===== src/rtl/dmem_arb_pkg.sv =====
// dmem_arb_pkg: shared types for the data-memory arbiter.
//   arb_state_t  - arbiter FSM state
//   dmem_req_t   - one memory request (core, ext or the registered issue)
//   TimeoutRdata - read data returned when a transaction is abandoned
//   make_req     - builds a word-aligned request, wstrb cleared on loads
package dmem_arb_pkg;

  typedef enum logic [1:0] {
    StIdle,
    StWaitCore,
    StWaitExt
  } arb_state_t;

  typedef struct packed {
    logic        we;
    logic [31:0] addr;
    logic [31:0] wdata;
    logic [3:0]  wstrb;
  } dmem_req_t;

  localparam logic [31:0] TimeoutRdata = 32'h0000_0000;

  function automatic dmem_req_t make_req(input logic        we,
                                         input logic [31:0] addr,
                                         input logic [31:0] wdata,
                                         input logic [3:0]  wstrb);
    dmem_req_t r;
    r.we    = we;
    r.addr  = addr & 32'hFFFF_FFFC;
    r.wdata = wdata;
    r.wstrb = we ? wstrb : 4'b0000;
    return r;
  endfunction

endpackage


===== src/rtl/dmem_arb_starve_ctr.sv =====
// dmem_arb_starve_ctr: saturating count of core grants taken while the
// external port is waiting.
//   clk_i, rst_ni - clock, async active-low reset
//   inc_i         - count one core grant (saturates at Limit)
//   clr_i         - clear (has priority over inc_i)
//   at_limit_o    - count has reached Limit
module dmem_arb_starve_ctr #(
  parameter int unsigned Limit = 4
) (
  input  logic clk_i,
  input  logic rst_ni,
  input  logic inc_i,
  input  logic clr_i,
  output logic at_limit_o
);

  localparam int unsigned CntW = (Limit > 0) ? $clog2(Limit + 1) : 1;

  logic [CntW-1:0] cnt_q, cnt_d;

  always_comb begin
    cnt_d = cnt_q;
    if (clr_i) begin
      cnt_d = '0;
    end else if (inc_i && (cnt_q != CntW'(Limit))) begin
      cnt_d = cnt_q + 1'b1;
    end
  end

  always_ff @(posedge clk_i or negedge rst_ni) begin
    if (!rst_ni) begin
      cnt_q <= '0;
    end else begin
      cnt_q <= cnt_d;
    end
  end

  assign at_limit_o = (cnt_q == CntW'(Limit));

endmodule


===== src/rtl/dmem_arbiter.sv =====
// dmem_arbiter: shares a single-port data memory between the core MEM stage
// and one external (debug/DMA) requester. Core has priority, but after
// StarveLimit consecutive core grants with ext_valid waiting the external
// port wins. One transaction outstanding at a time.
//   clk, arst_n        - clock, async active-low reset
//   core_*             - MEM-stage request; core_stall freezes the pipeline,
//                        core_rdata is valid when core_req && !core_stall
//   ext_*              - external request (valid/ready), ext_rvalid pulse
//   mem_*              - registered issue strobe/fields, mem_rvalid/rdata back
// Optional: define DMEM_ARB_TIMEOUT_EN to abandon a transaction after
// TimeoutCycles wait cycles without mem_rvalid (rdata 0, timeout_err pulse).
module dmem_arbiter
  import dmem_arb_pkg::*;
#(
  parameter int unsigned StarveLimit   = 4
`ifdef DMEM_ARB_TIMEOUT_EN
  , parameter int unsigned TimeoutCycles = 64
`endif
) (
  input  logic        clk,
  input  logic        arst_n,
  input  logic        core_req,
  input  logic        core_we,
  input  logic [31:0] core_addr,
  input  logic [31:0] core_wdata,
  input  logic [3:0]  core_wstrb,
  output logic [31:0] core_rdata,
  output logic        core_stall,
  input  logic        ext_valid,
  output logic        ext_ready,
  input  logic        ext_we,
  input  logic [31:0] ext_addr,
  input  logic [31:0] ext_wdata,
  input  logic [3:0]  ext_wstrb,
  output logic        ext_rvalid,
  output logic [31:0] ext_rdata,
  output logic        mem_req,
  output logic        mem_we,
  output logic [31:0] mem_addr,
  output logic [31:0] mem_wdata,
  output logic [3:0]  mem_wstrb,
`ifdef DMEM_ARB_TIMEOUT_EN
  output logic        timeout_err,
`endif
  input  logic        mem_rvalid,
  input  logic [31:0] mem_rdata
);

  arb_state_t  state_q, state_d;
  dmem_req_t   mem_q, mem_d;
  logic        mem_req_q, mem_req_d;
  logic        core_grant, ext_grant;
  logic        starve_at_limit;
  logic        timeout;
  logic        done;
  logic [31:0] resp_rdata;

  dmem_arb_starve_ctr #(
    .Limit (StarveLimit)
  ) u_starve_ctr (
    .clk_i      (clk),
    .rst_ni     (arst_n),
    .inc_i      (core_grant && ext_valid),
    .clr_i      (ext_grant || ((state_q == StIdle) && !ext_valid)),
    .at_limit_o (starve_at_limit)
  );

`ifdef DMEM_ARB_TIMEOUT_EN
  localparam int unsigned TmoW = $clog2(TimeoutCycles + 1);

  logic [TmoW-1:0] tmo_cnt_q, tmo_cnt_d;

  always_comb begin
    tmo_cnt_d = tmo_cnt_q;
    if (core_grant || ext_grant) begin
      tmo_cnt_d = '0;
    end else if ((state_q != StIdle) && !mem_rvalid) begin
      tmo_cnt_d = tmo_cnt_q + 1'b1;
    end
  end

  always_ff @(posedge clk or negedge arst_n) begin
    if (!arst_n) begin
      tmo_cnt_q <= '0;
    end else begin
      tmo_cnt_q <= tmo_cnt_d;
    end
  end

  // Fires in the last allowed wait cycle; a real mem_rvalid always wins.
  assign timeout = (state_q != StIdle) && !mem_rvalid &&
                   (tmo_cnt_q == TmoW'(TimeoutCycles - 1));
  assign timeout_err = timeout;
`else
  assign timeout = 1'b0;
`endif

  assign done       = mem_rvalid || timeout;
  assign resp_rdata = timeout ? TimeoutRdata : mem_rdata;

  always_comb begin
    state_d    = state_q;
    mem_d      = mem_q;
    mem_req_d  = 1'b0;
    core_grant = 1'b0;
    ext_grant  = 1'b0;
    unique case (state_q)
      StIdle: begin
        if (core_req && !(ext_valid && starve_at_limit)) begin
          core_grant = 1'b1;
          mem_d      = make_req(core_we, core_addr, core_wdata, core_wstrb);
          mem_req_d  = 1'b1;
          state_d    = StWaitCore;
        end else if (ext_valid) begin
          ext_grant = 1'b1;
          mem_d     = make_req(ext_we, ext_addr, ext_wdata, ext_wstrb);
          mem_req_d = 1'b1;
          state_d   = StWaitExt;
        end
      end
      // No re-arbitration in the completion cycle: always pass through idle.
      StWaitCore, StWaitExt: begin
        if (done) begin
          state_d = StIdle;
        end
      end
      default: state_d = StIdle;
    endcase
  end

  always_ff @(posedge clk or negedge arst_n) begin
    if (!arst_n) begin
      state_q   <= StIdle;
      mem_q     <= '0;
      mem_req_q <= 1'b0;
    end else begin
      state_q   <= state_d;
      mem_q     <= mem_d;
      mem_req_q <= mem_req_d;
    end
  end

  assign mem_req   = mem_req_q;
  assign mem_we    = mem_q.we;
  assign mem_addr  = mem_q.addr;
  assign mem_wdata = mem_q.wdata;
  assign mem_wstrb = mem_q.wstrb;

  assign ext_ready  = ext_grant;
  assign core_stall = core_req && !((state_q == StWaitCore) && done);
  assign core_rdata = resp_rdata;
  assign ext_rvalid = (state_q == StWaitExt) && done;
  assign ext_rdata  = resp_rdata;

endmodule


===== config.mk =====
export PLATFORM = sky130hd
export DESIGN_NAME = dmem_arbiter
export DESIGN_NICKNAME = d
export VERILOG_FILES = /design/src/rtl/dmem_arb_pkg.sv /design/src/rtl/dmem_arb_starve_ctr.sv /design/src/rtl/dmem_arbiter.sv
export SDC_FILE = /design/constraint.sdc
export NUM_CORES = 1
export LEC_CHECK = 0
export ABC_AREA = 0
export CORE_MARGIN = 4
export CORE_UTILIZATION = 31
export DETAILED_ROUTE_END_ITERATION = 16
export HOLD_SLACK_MARGIN = 0.08
export PLACE_DENSITY_LB_ADDON = 0.08
export SETUP_SLACK_MARGIN = 0.15
export SLEW_MARGIN = 10
export SYNTH_ARGS = -nofsm -noshare
export SYNTH_HDL_FRONTEND = slang
export SYNTH_SLANG_ARGS = --single-unit

===== constraint.sdc =====
create_clock -name clk -period 1.42 [get_ports clk]
set_input_delay 0.213 -clock clk [delete_from_list [all_inputs] [get_ports clk]]
set_output_delay 0.213 -clock clk [all_outputs]
set_load 0.01 [all_outputs]

-- Yosys cells after proc, flatten, opt, wreduce, memory -nomap -nowiden
Index checks and enable logic that the tools add are counted.
- word-level logic and storage cells: 49
- flip-flop bits (word level): 75
- reduce and logical (&&, ||, !) cells: 18
- muxes and demuxes: 17
- eq/ne operators: 6
- add/sub/neg operators: 1
- operators with widths (operator ; number):
    $mux 69 ; 2
    $logic_and 1x1->1 ; 8
    $mux 4 ; 2
    $mux 1 ; 7
    $mux 2 ; 3
    $mux 3 ; 2
    $pmux 2 s2 ; 1
    $reduce_and 2->1 ; 2
    $reduce_bool 2->1 ; 2
    $add 3x1->3 const B ; 1
    $eq 3x3->1 const B ; 1
    $logic_not 1->1 ; 3
    $ne 3x2->1 const B ; 1
    $ne 3x3->1 const B ; 1
    $eq 2x1->1 const B ; 1
    $eq 2x2->1 const B ; 1
    $logic_not 2->1 ; 1
    $ne 2x2->1 const B ; 1
    $reduce_or 2->1 ; 1
    $logic_or 1x1->1 ; 1

-- Depth between registers and ports, before layout
Gate-level depths: netlist of run 1.
- word-level depth: 10
- gate-level depth with buffers: 8
- gate-level depth less buffers: 6

-- By module
A second synthesis of run 1 with hierarchy kept.
- cells, all modules: 466
- area total of the unflattened synthesis: 3966.3 um^2
- modules (own cells, without submodules) (module ; seq. area each (um^2) ; instances ; area each (um^2) ; cells an instance):
    dmem_arbiter ; 1751.7 ; 1 ; 3768.6 ; 448
    dmem_arb_starve_ctr ; 75.1 ; 1 ; 197.7 ; 18

-- Worst setup path before layout of run 1
OpenSTA, ideal clock, no wires.
- kind: register to output
- start: register u_starve_ctr.cnt_q[0]
- end: output port ext_ready
- data required time: 1.207 ns
- data arrival time: 1.298 ns
- cell stages (with the launch flop): 7
- slack: -0.091 ns
- cell sequence: dfrtp_1 inv_1 ha_1 and3_1 nor2_4 buf_4 nor2_1
- word-level cells in the longest chain between the ends: 6
- RTL lines (element ; line ; RTL):
    start: declaration ; dmem_arb_starve_ctr.sv:19 ; logic [CntW-1:0] cnt_q, cnt_d;
    start signal: assignment ; dmem_arb_starve_ctr.sv:34 ; cnt_q <= cnt_d;
    $eq 3x3->1 ; dmem_arb_starve_ctr.sv:38 ; assign at_limit_o = (cnt_q == CntW'(Limit));
    $logic_and 1x1->1 ; dmem_arbiter.sv:109 ; if (core_req && !(ext_valid && starve_at_limit)) begin
    $logic_not 1->1 ; dmem_arbiter.sv:109 ;
    $logic_and 1x1->1 ; dmem_arbiter.sv:109 ;
    $mux 1 ; dmem_arbiter.sv:109 ;
    $mux 1 ; dmem_arbiter.sv:107 ; unique case (state_q)
    end: declaration ; dmem_arbiter.sv:30 ; output logic ext_ready,
Every way passes these cells.

-- Worst setup path in the final report of run 1
- start: register state_q[0]
- end: register mem_q (netlist bit mem_addr[25])
- word-level cells in the longest chain between the ends: 2
- RTL lines (element ; line ; RTL):
    start: declaration ; dmem_arbiter.sv:49 ; arb_state_t state_q, state_d;
    start signal: assignment ; dmem_arbiter.sv:133 ; state_q <= StIdle;
    start signal: assignment ; dmem_arbiter.sv:137 ; state_q <= state_d;
    $logic_not 2->1 ; dmem_arbiter.sv:107 ;
    $reduce_and 2->1 (no line) ; n/a ;
    end signal: assignment ; dmem_arbiter.sv:138 ; mem_q <= mem_d;
    end: declaration ; dmem_arbiter.sv:50 ; dmem_req_t mem_q, mem_d;
Every way passes these cells.
A chain may end at the register's enable or synchronous reset.

==> run metrics, run 1 <==
max frequency 629.4 MHz; Yosys top cell by area dfrtp_1; placed cell count 794; Clock Pin Slew Worst Setup and Hold Paths 0.06 ns; synth unique cells 31; failing checks setup timing; routed via count 4291; Tot Pwr 14.03 mW; Antenna Violating Nets Remaining 0; grt total ovfl 0; first-pass GRT wire length 26010 µm; Worst path slowest cell dfrtp_1; Cell Area, Synth 4217 µm²; Util after Layout 53.81%; IO Pins 312; placed instance area 6217 µm²; Core Region 13300 µm²; Ys Warns 0; crit-path cells inv_2 -> ha_4 -> buf_6 -> o21ai_4 -> inv_4 -> buf_6 -> clkbuf_16 -> nand2_1 -> o211ai_1; total wire length 17540 µm; R2R depth 9; clk sink count 73; pre-CTS setup slack -0.4330 ns; Critical Path Most Common Cell buf_6; setup TNS -7.445 ns; Mapped Cells 481; Critical R2R Launch state_q[0]; Buffers & Inverters on Critical Path 5; Setup-failing EPs final 71; Area contributors post-synth dfrtp_1, buf_4, nand2_1; ys flop type dfrtp_1; skew final 0.006396 ns; launch point of the worst path state_q[0]; clock buffer depth 2; Clock Latency Late Sink 0.34 ns; status complete, but fails checks; hpwl dp 11040 µm; Layout fillers 1230; final non-filler cell total 836; DRT Pass-1 Iters 5; final setup margin -0.1687 ns; drt wl/cell 20.99 µm; # rows 42; worst path required time 1.67 ns; Final Cell Area 7154 µm²; Crit Path Category flop to flop; fin crit period 1.589 ns; vias per cell 5.133; Initial Util 31.71%; Worst setup SP type flop; final hold slack 0.3102 ns; register area 1827 µm²; critical path depth 9; Antenna Cells 0; ys async rst share 100.0%; drc violations 0; Num CTS Buffers 9; area occupied by multi-input gates 1949 µm²; area fraction of the dominant cell type after synthesis 43.32%; Worst Path Max Fanout 9; number of DRC markers in iteration 0 315; Seq/Total Area, Yosys 43.32%; number of flops mapped to enable cells by yosys 0; area grow syn2layout 69.67%; PwrDens 1962 nW/µm²; TritonCTS clock tree yes; Critical Path Sink Type flop; largest net degree at the start of global routing 51; GPL Wtd Cong 0.7945; GRT Total Usage 21.31%; flops & latches, synth 73; CP delay by family, top buffers and inverters; chip height 124.6 µm; period utilization 111.9%; nets@finish 836; syn avg cell area 8.766 µm²; max-cap viol count 0; CP max stage delay 0.39 ns; layout cells sized above 1 20.15%; Final Hold Vio Count 0; WP data arrival 1.84 ns; initial antenna violation count 0; Pins Over Slew Limit 0; Worst VDD drop 802.9 µV; H-Tree Depth 3; Die X 124.6 µm; clk root buf clkbuf_16; IO Port Bufs 209; hold crit path type primary input to asynchronous set/reset pin; P_leak 3.174 nW; RSZ-0062 raised after global routing yes; die area 15530 µm²; vias in the first global route 4412
-- Yosys cell counts (all sizes together) (2+ instances only) --
cell / instances
a21boi: 2
nor2: 3
nand3: 2
nand4: 62
o211ai: 62
and2: 5
dfrtp: 73
inv: 6
o21ai: 3
a21oi: 5
nand2: 130
ha: 6
a221o: 4
nand2b: 3
clkbuf: 16
buf: 91
-- report_power, final --
group	internal, mW	switching [mW]	leakage [nW]
Clock	1.40	0.927	0.148
Combinational	4.09	4.02	2.13
Sequential	3.11	0.496	0.892
Total	8.59	5.44	3.17
-- cells in the final DEF, fill, tap and decap left out, types with 3 or more instances in the layout --
| master | count |
|---|---|
| a21oi_1 | 4 |
| a221o_1 | 4 |
| and2_1 | 4 |
| buf_12 | 11 |
| buf_16 | 4 |
| buf_2 | 3 |
| buf_4 | 29 |
| buf_6 | 10 |
| clkbuf_16 | 14 |
| clkdlybuf4s50_1 | 135 |
| clkinv_2 | 4 |
| dfrtp_1 | 73 |
| dlygate4sd2_1 | 67 |
| ha_4 | 3 |
| inv_2 | 5 |
| nand2_1 | 101 |
| nand2_2 | 8 |
| nand2_4 | 21 |
| nand2b_1 | 3 |
| nand4_1 | 62 |
| o211ai_1 | 62 |
-- state kept, by name, summed over array words and instances (netlist names) --
signal,cells
mem_wdata,32
mem_addr,30
mem_wstrb,4
u_starve_ctr.cnt_q,3
state_q,2
mem_req,1
mem_we,1
-- logic make-up (layout without fill, tap and decap cells) --
| family | after synthesis | count (layout) | share of synthesized area (%) |
|---|---|---|---|
| AO/OA/AOI/OAI | 80 | 80 | 14.21 |
| adder cells (fa/ha/maj) | 6 | 6 | 1.780 |
| buffers and inverters | 113 | 291 | 17.15 |
| flip-flops | 73 | 73 | 43.32 |
| other | 1 | 2 | 0.08894 |
| AND/OR/NAND/NOR | 208 | 208 | 23.44 |
-- worst paths after layout --
check,endpoint,slack (ns)
worst min-delay path,mem_addr[18],0.31
min in group clk,state_q[1],0.32
worst max register to register,mem_addr[25],-0.17
max in group asynchronous,mem_req,0.62
worst max-delay path,mem_addr[25],-0.17
worst min register to register,mem_wdata[15],0.49
-- metal layers --
layer  track usage [%]  share of wire, %
met5                 0                 0
met4             9.607               3.0
met3             4.245               5.3
met2             36.23                51
met1             26.02                41
-- what timing repair did --
item | 4_1_cts | 5_1_grt
endpoints found under the setup margin | 144 | 77
gates cloned | 6 | 5
setup buffers | 8 | 6
hold buffers | 1 | 0
resized for setup | 99 | 73
hold endpoints to repair | 18 | 0
pin swaps | 4 | 61
-- area by class of cell --
cell class              count  area share (%)
clock buffers              10           3.340
well taps                 176           3.078
repair buffers            269           39.65
flip-flops and latches     73           25.53
inverters                   6          0.3498
clock inverters             6          0.8045
multi-input cells         296           27.25
Power figures use the tool's default switching activity.
==> run 2: changes to the inputs <==
- CELL_PAD_IN_SITES_DETAIL_PLACEMENT: unset -> 1
- CELL_PAD_IN_SITES_GLOBAL_PLACEMENT: unset -> 2
- CORE_UTILIZATION: 31 -> 16
==> run metrics, run 2 (synthesis results as in run 1) <==
register area 1827 µm² (unchanged); Initial Util 16.23% (-15 points); Die X 170.3 µm (+37%); area occupied by multi-input gates 1927 µm² (-1.2%); drt wl/cell 21.88 µm (+4.3%); Antenna Violating Nets Remaining 0 (unchanged); Critical R2R Launch state_q[0]; Final Hold Vio Count 0 (unchanged); clk root buf clkbuf_16; Comb power frac 62.9% (+5.1 points); Worst VDD drop 568.1 µV (-29%); final hold slack 0.4260 ns (+0.1158 ns); placed cell count 959 (+21%); RSZ-0062 raised after global routing yes; die area 29010 µm² (+87%); Critical Path Sink Type output pin; chip height 170.3 µm (+37%); PwrDens 2069 nW/µm² (+5.5%); fin crit period 1.598 ns (+0.009335 ns); Clock Latency Late Sink 0.34 ns (about the same); max frequency 625.8 MHz (-0.58%); total wire length 22450 µm (+28%); DRT Pass-1 Iters 4 (-1); Clock Pin Slew Worst Setup and Hold Paths 0.06 ns (about the same); most common cell after layout, fill and taps aside clkdlybuf4s50_1; worst path required time 1.21 ns (-0.46 ns); GPL Wtd Cong 0.7235 (-8.9%); P_leak 3.311 nW (+4.3%); grt total ovfl 0 (unchanged); area grow syn2layout 86.68%; clock buffer depth 2 (unchanged); Num CTS Buffers 9 (unchanged); Core Region 25980 µm² (+95%); status complete, but fails checks; Worst setup SP type flop; first-pass GRT wire length 31560 µm (+21%); Net Sw Frac 38.39% (-0.39 points); layout cells sized above 1 24.09% (+3.9 points); Reg2Reg Setup Slack -0.14 ns (+0.03 ns); number of flip-flops in the largest register 32 (unchanged); Seq pwr share 22.4% (-3.3 points); setup TNS -7.301 ns (+0.1444 ns); drc violations 0 (unchanged); Setup-failing EPs final 72 (+1.4%); R2R depth 8 (-1); Util after Layout 30.29% (-24 points); routed via count 4424 (+3.1%); vias in the first global route 4831 (+9.5%); IO Port Bufs 209 (unchanged); vias per cell 4.312 (-16%); commonest cells after routing, fill and taps aside clkdlybuf4s50_1, nand2_1, dfrtp_1; WP data arrival 1.39 ns (-0.45 ns); Sw Pwr 6.250 mW (+15%); # rows 59 (+40%); period utilization 112.5% (+0.66 points); r2r endpoint mem_wstrb[0]; Tot Pwr 16.28 mW (+16%); Layout fillers 2958 (+140%); failing checks setup timing; H-Tree Depth 3 (unchanged); Worst Path Max Fanout 3 (-6); IO Pins 312 (unchanged); Int Power 10.03 mW (+17%); max-cap viol count 0 (unchanged); final non-filler cell total 1026 (+23%); TritonCTS clock tree yes; hpwl dp 13720 µm (+24%); clock power share 14.7% (-1.9 points); nets@finish 865 (+3.5%); clk sink count 73 (unchanged); GRT Total Usage 14.50% (-6.8 points); number of DRC markers in iteration 0 177 (-44%); largest net degree at the start of global routing 74 (+45%); Pins Over Slew Limit 0 (unchanged); final setup margin -0.1781 ns (-0.009335 ns); initial antenna violation count 2 (+2); skew final 0.004277 ns (-0.002119 ns); hold crit path type primary input to asynchronous set/reset pin; Crit Path Category flop to output pin
## run 2: worst max-delay path by stage
stage / startpoint / to / cells after the start
3_3_place_gp: ext_valid / ext_ready / 5
2_1_floorplan: state_q[1] / mem_wstrb[3] / 7
6_report: state_q[0] / ext_rvalid / 6
4_1_cts: u_starve_ctr.cnt_q[0] / ext_ready / 6
3_5_place_dp: ext_valid / ext_ready / 5
5_1_grt: state_q[0] / mem_addr[18] / 10
## run 2: worst max-delay path, stage by stage, from the launching register on
cell and delay, ns:
dfrtp_1 0.36, inv_2 0.06, buf_4 0.13, buf_6 0.11
ha_4 0.14, and2_4 0.13, buf_6 0.11
## run 2: layout make-up
cell class / instances / area share, %
Clock buffer: 11 / 3.084
Clock inverter: 5 / 0.6994
Sequential cell: 73 / 23.21
Inverter: 6 / 0.3179
Timing Repair Buffer: 298 / 42.82
Tap cell: 335 / 5.325
Multi-Input combinational cell: 296 / 24.48
Antenna cell: 2 / 0.06358
## run 2: power groups by stage
stage	Combinational, mW	Sequential (mW)	Clock [mW]
finish	10.2	3.64	2.39
detailed placement	7.32	3.70	0
global placement	7.25	3.66	0
global route	11.0	3.79	2.59
CTS	9.16	3.63	2.52
floorplan	3.02	4.11	0
## run 2: per-layer routing
metal	GRT usage (%)	part of all wire [%]	vias to the layer above
met1	18.65	44	2211
met2	24.24	50	129
met5	0	0	-
met3	3.136	4.5	34
li1	-	-	2050
met4	4.688	1.8	0
## run 2: stage by stage
| stage | setup WS, ns | instance area, µm² |
|---|---|---|
| after global routing | -0.2516 | 7871 |
| after floorplan | 0.03768 | 4299 |
| after CTS | -0.1844 | 7357 |
| after detailed placement | -0.4335 | 6436 |
| final | -0.1781 | 7871 |
| after global placement | -0.4469 | 6436 |
## run 2: repair_timing
item | in CTS | in global routing
setup endpoints to repair | 144 | 100
setup buffers | 23 | 7
gates resized for setup | 142 | 81
hold buffers | 1 | 0
hold endpoints to repair | 73 | 0
gates cloned | 10 | 8
pin swaps | 20 | 40
